<file path="config.mk">
export PLATFORM = sky130hd
export DESIGN_NAME = parity_engine
export DESIGN_NICKNAME = d
export VERILOG_FILES = /design/src/rtl/parity_engine.sv
export SDC_FILE = /design/constraint.sdc
export NUM_CORES = 1
export LEC_CHECK = 0
export BUFFER_PORTS_ARGS = -buffer_cell sky130_fd_sc_hd__buf_4
export CORE_UTILIZATION = 49
export CTS_BUF_LIST = sky130_fd_sc_hd__clkbuf_8
export CTS_CLUSTER_DIAMETER = 60
export DETAILED_ROUTE_END_ITERATION = 8
export PLACE_DENSITY = 0.8
export SETUP_SLACK_MARGIN = 0.02
export SYNTH_ARGS = -nofsm -noshare
export SYNTH_HDL_FRONTEND = slang
export SYNTH_SLANG_ARGS = --single-unit
</file>
<file path="constraint.sdc">
create_clock -name clk -period 5.4 [get_ports clk]
set_input_delay 0.27 -clock clk [delete_from_list [all_inputs] [get_ports clk]]
set_output_delay 0.27 -clock clk [all_outputs]
set_load 0.02 [all_outputs]
</file>
<file path="src/rtl/parity_engine.sv">
// parity_engine
//   Parity generator for the UART TX path plus parity checker for the RX path.
//   TX: on each capture (data_valid & ~busy) the data word, enable and parity
//   type are shadowed, and par_bit is produced from that shadowed state, so
//   configuration changes between captures never disturb the frame in flight.
//   RX: each chk_valid strobe compares rx_par_bit with the expected parity of
//   rx_data under the live par_en/par_typ. It drives a one-cycle par_err
//   pulse, a sticky err_flag and a saturating err_cnt.
//
// Ports
//   clk, rst          rising-edge clock, asynchronous active-high reset
//   P_DATA            TX parallel data word (DATA_WIDTH)
//   data_valid, busy  capture qualifier: capture when data_valid=1 and busy=0
//   par_en, par_typ   parity enable; type 00 even, 01 odd, 10 mark, 11 space
//   par_bit           TX parity bit of the last captured word (registered)
//   rx_data           received data word (DATA_WIDTH)
//   rx_par_bit        received parity bit
//   chk_valid         one-cycle strobe qualifying rx_data/rx_par_bit
//   err_clr           clears err_flag and err_cnt (same-cycle error still counts)
//   par_err           one-cycle parity-error pulse (registered)
//   err_flag          sticky parity-error flag (registered)
//   err_cnt           saturating parity-error count (ERR_CNT_WIDTH, registered)
module parity_engine #(
  parameter int DATA_WIDTH    = 8,
  parameter int ERR_CNT_WIDTH = 8
) (
  input  logic                     clk,
  input  logic                     rst,
  input  logic [DATA_WIDTH-1:0]    P_DATA,
  input  logic                     data_valid,
  input  logic                     busy,
  input  logic                     par_en,
  input  logic [1:0]               par_typ,
  output logic                     par_bit,
  input  logic [DATA_WIDTH-1:0]    rx_data,
  input  logic                     rx_par_bit,
  input  logic                     chk_valid,
  input  logic                     err_clr,
  output logic                     par_err,
  output logic                     err_flag,
  output logic [ERR_CNT_WIDTH-1:0] err_cnt
);

  localparam logic [ERR_CNT_WIDTH-1:0] CNT_MAX  = {ERR_CNT_WIDTH{1'b1}};
  localparam logic [ERR_CNT_WIDTH-1:0] CNT_ZERO = {ERR_CNT_WIDTH{1'b0}};
  localparam logic [ERR_CNT_WIDTH-1:0] CNT_ONE  = ERR_CNT_WIDTH'(1);

  // Parity of a word under one of the four parity types.
  function automatic logic par_fn(input logic [DATA_WIDTH-1:0] d,
                                  input logic [1:0]            typ);
    logic p;
    case (typ)
      2'b00:   p = ^d;
      2'b01:   p = ~(^d);
      2'b10:   p = 1'b1;
      2'b11:   p = 1'b0;
      default: p = 1'b0;
    endcase
    return p;
  endfunction

  logic [DATA_WIDTH-1:0]    shadow_data_q, shadow_data_d;
  logic                     shadow_en_q,   shadow_en_d;
  logic [1:0]               shadow_typ_q,  shadow_typ_d;
  logic                     par_bit_q,     par_bit_d;
  logic                     par_err_q,     par_err_d;
  logic                     err_flag_q,    err_flag_d;
  logic [ERR_CNT_WIDTH-1:0] err_cnt_q,     err_cnt_d;

  logic                     capture_s;
  logic                     mismatch_s;
  logic                     flag_base_s;
  logic [ERR_CNT_WIDTH-1:0] cnt_base_s;

  // TX shadow capture and parity bit next-state.
  always_comb begin
    capture_s     = data_valid & ~busy;
    shadow_data_d = shadow_data_q;
    shadow_en_d   = shadow_en_q;
    shadow_typ_d  = shadow_typ_q;
    if (capture_s) begin
      shadow_data_d = P_DATA;
      shadow_en_d   = par_en;
      shadow_typ_d  = par_typ;
    end else begin
      shadow_data_d = shadow_data_q;
      shadow_en_d   = shadow_en_q;
      shadow_typ_d  = shadow_typ_q;
    end
    // Re-deriving the bit from the shadow every cycle yields the new parity on
    // a capture and the same value while holding; it also self-repairs a
    // disturbed par_bit flop on the next edge.
    if (shadow_en_d) begin
      par_bit_d = par_fn(shadow_data_d, shadow_typ_d);
    end else begin
      par_bit_d = 1'b0;
    end
  end

  // RX check: error pulse, sticky flag and saturating counter next-state.
  always_comb begin
    mismatch_s = chk_valid & par_en & (rx_par_bit != par_fn(rx_data, par_typ));
    par_err_d  = mismatch_s;
    // Clear is applied first so a same-cycle mismatch survives the clear.
    if (err_clr) begin
      flag_base_s = 1'b0;
      cnt_base_s  = CNT_ZERO;
    end else begin
      flag_base_s = err_flag_q;
      cnt_base_s  = err_cnt_q;
    end
    err_flag_d = flag_base_s | mismatch_s;
    if (mismatch_s && (cnt_base_s != CNT_MAX)) begin
      err_cnt_d = cnt_base_s + CNT_ONE;
    end else begin
      err_cnt_d = cnt_base_s;
    end
  end

  // State registers with asynchronous reset.
  always_ff @(posedge clk or posedge rst) begin
    if (rst) begin
      shadow_data_q <= {DATA_WIDTH{1'b0}};
      shadow_en_q   <= 1'b0;
      shadow_typ_q  <= 2'b00;
      par_bit_q     <= 1'b0;
      par_err_q     <= 1'b0;
      err_flag_q    <= 1'b0;
      err_cnt_q     <= CNT_ZERO;
    end else begin
      shadow_data_q <= shadow_data_d;
      shadow_en_q   <= shadow_en_d;
      shadow_typ_q  <= shadow_typ_d;
      par_bit_q     <= par_bit_d;
      par_err_q     <= par_err_d;
      err_flag_q    <= err_flag_d;
      err_cnt_q     <= err_cnt_d;
    end
  end

  assign par_bit  = par_bit_q;
  assign par_err  = par_err_q;
  assign err_flag = err_flag_q;
  assign err_cnt  = err_cnt_q;

endmodule

</file>
==> flow_summary.toml <==
[global_route]
antenna_found_initial = 0
grt_pass1_vias = 946
grt_pass1_wl_um = 4090
grt_usage_pct = 20.7
overflow = 0
grt_max_degree = 23

[clock_tree]
hold_buffers = 0
clkTransAtPathRegs_ns = 0.07
post_cts_resized = 0
cts-root-buf = "clkbuf_8"
cts_tree = "built"
h-tree-depth = 1
cts.sinks = 22
clock_path_buffers = 2
cts_buffers = 3
clk_latency_ns = 0.26
postCtsSetupBuffers = 0

[logic_synthesis]
synthCells = 110
synth-async-reset-ratio_pct = 100
yosys.area.top_type_share_pct = 43.4
synthTopCellsByArea = "dfrtp_1 43%, xnor2_1 16%, mux2_2 8.9%"
synth-seq-area-share_pct = 43.4
syn-cell-area_um2 = 1270
avgSynthCellArea_um2 = 11.5
syn_nets = 137
synth_common_cells = "23 x xnor2_1, 22 x dfrtp_1, 10 x mux2_2"
synthFlopType = "dfrtp_1"
yosysTopAreaCell = "dfrtp_1"
ys_types = 32
synth_enable_flop_cells = 0
synth_most_common_cell = "xnor2_1"
ys_seq_elements = 22
yosysWarnings = 0

[drt]
num_vias = 930
viasPerCell = 5.25
ant_nets = 0
wl_met3_um = 102
routed_wl_um = 2480
drc = 0
first_pass_iters = 4
drt_first_iter_violations = 5
wl_met1_um = 930
avgRoutedWirePerCell_um = 14.0
wl_met2_um = 1400
highest_layer = "met4"

[timing]
max_freq_mhz = 496
slew_viol_final = 0
finalHoldViolCount = 0
max_slew_margin_pct = 44.9
holdWs_ns = 0.174
period_share_pct = 37.4
worst_slew_pin_slew_ns = 0.826
tns_ns = 0
grt_setup_unrepaired = "false"
fin_worst_skew_ns = 0.00424
setup_viol = 0
period_minus_slack_ns = 2.02

[place]
io_buffers = 36
dpl_cell_area_um2 = 1570
gp_congestion = 0.830
hpwl_um = 1890

[floorplanning]
die-area_um2 = 2800
core_um2 = 2450
ios = 37
die_w_um = 52.9
rows = 18
fp.dieH_um = 52.9
start_util_pct = 51.7

[critical_path]
max_stage_delay_ns = 0.35
critPathLaunchType = "flip-flop"
ff2ff_setup_slack_ns = 3.38
cp_max_fo = 6
r2r_start = "err_cnt[0]"
worst-setup-path-type = "flip-flop to flip-flop"
crit_top_cell = "nand2_1"
worstPathCellList = "nor2b_1 -> ha_1 -> nand4b_1 -> nor2_1 -> nand2_1 -> nand3_1 -> nand2_1 -> mux2_1"
cp.arrival_ns = 2.16
timing.rr.end = "err_cnt[1]"
cp_top_family = "simple AND/OR/NAND/NOR gates"
critPathRequiredTime_ns = 5.55
crit_buf_inv = 0
slowest_stage = "dfrtp_1"
ff2ff_path_depth = 8
cp-end-kind = "flip-flop"

[power_and_ir_drop]
power.leakage_nw = 0.720
power.total_uw = 437
ir_drop_v = 0.000213
power_density_nw_per_um2 = 271

[run_status]
status = "complete, no violations"

[final_layout]
final_area_um2 = 1610
post-route-util_pct = 65.6
drive_gt1_share_pct = 37.4
synthToLayoutAreaGrowth_pct = 26.9
nNetsFinal = 176
antennaDiodeCount = 0

[job]
drv_cap = 0

[min_path]
hp-class = "input port to asynchronous set/reset pin"
power by group:
part	leakage [nW]	switching, mW	internal (mW)
clock	0.0216	0.0484	0.0497
combinational	0.419	0.0683	0.0759
sequential	0.279	0.0102	0.184
final cells by class:
class                   instances  area [um2]
fillers                       194         845
repair buffers                 36         270
flip-flops and latches         22         551
well taps                      30        37.5
clock buffers                   3        41.3
inverters                       4        15.0
multi-input cells              82         696
worst max path at each step:
stage / slack (ns) / to / from / depth (start not counted)
2_1_floorplan: 3.46 / err_cnt[1] / err_cnt[0] / 8
3_3_place_gp: 3.43 / err_cnt[1] / err_clr / 9
3_5_place_dp: 3.35 / err_cnt[1] / err_clr / 9
4_1_cts: 3.41 / err_cnt[1] / err_cnt[0] / 8
5_1_grt: 3.17 / err_cnt[1] / err_cnt[0] / 8
6_report: 3.38 / err_cnt[1] / err_cnt[0] / 8
per-stage QoR:
step	setup WS, ns	std cells
after floorplan	3.46	110
after global placement	3.43	174
after detailed placement	3.35	174
after CTS	3.41	177
after global routing	3.17	177
final	3.38	177
metal layers:
layer | track usage [%] | up-vias
met2 | 38.2 | 25
met5 | 0 | -
li1 | - | 452
met1 | 22.2 | 447
met3 | 6.61 | 6
met4 | 5.70 | 0
flip-flops by register name (all words and copies together), names as in the netlist:
name and count:
err_cnt 8, err_flag 1, par_bit 1, par_err 1, shadow_data_q 8, shadow_en_q 1
shadow_typ_q 2
worst reg2reg max path, cell delays in order (launching register included):
cell and delay, ns:
dfrtp_1 0.35, nor2b_1 0.25, ha_1 0.21, nand4b_1 0.20
nor2_1 0.20, nand2_1 0.15, nand3_1 0.14, nand2_1 0.10
mux2_1 0.31
kinds of logic (layout without fill, tap and decap cells):
| group | Yosys count | after routing | share of synthesized area, % |
|---|---|---|---|
| adders and majority gates | 1 | 1 | 0.986 |
| AOI/OAI and AO/OA | 6 | 6 | 3.45 |
| buffers and inverters | 6 | 43 | 1.77 |
| and+or+nand+nor | 32 | 32 | 16.0 |
| muxes | 14 | 14 | 12.3 |
| xor gates and xnor gates | 29 | 29 | 22.1 |
| DFF | 22 | 22 | 43.4 |
placed cells by master, fill, tap and decap left out, types with 2 or more instances in the layout:
cell type  netlist  layout
buf_4            0      36
xnor2_1         23      23
dfrtp_1         22      22
mux2_2          10      10
nor2b_1          6       6
nor2_1           5       5
xor2_1           4       4
inv_1            4       4
nand3_1          3       3
nand4_1          3       3
mux2_1           3       3
clkbuf_8         0       3
nand2b_1         2       2
a31oi_1          2       2
nand2_1          2       2
and2_1           2       2
nor4b_2          2       2
No activity file was read; power rests on OpenSTA's default activity.
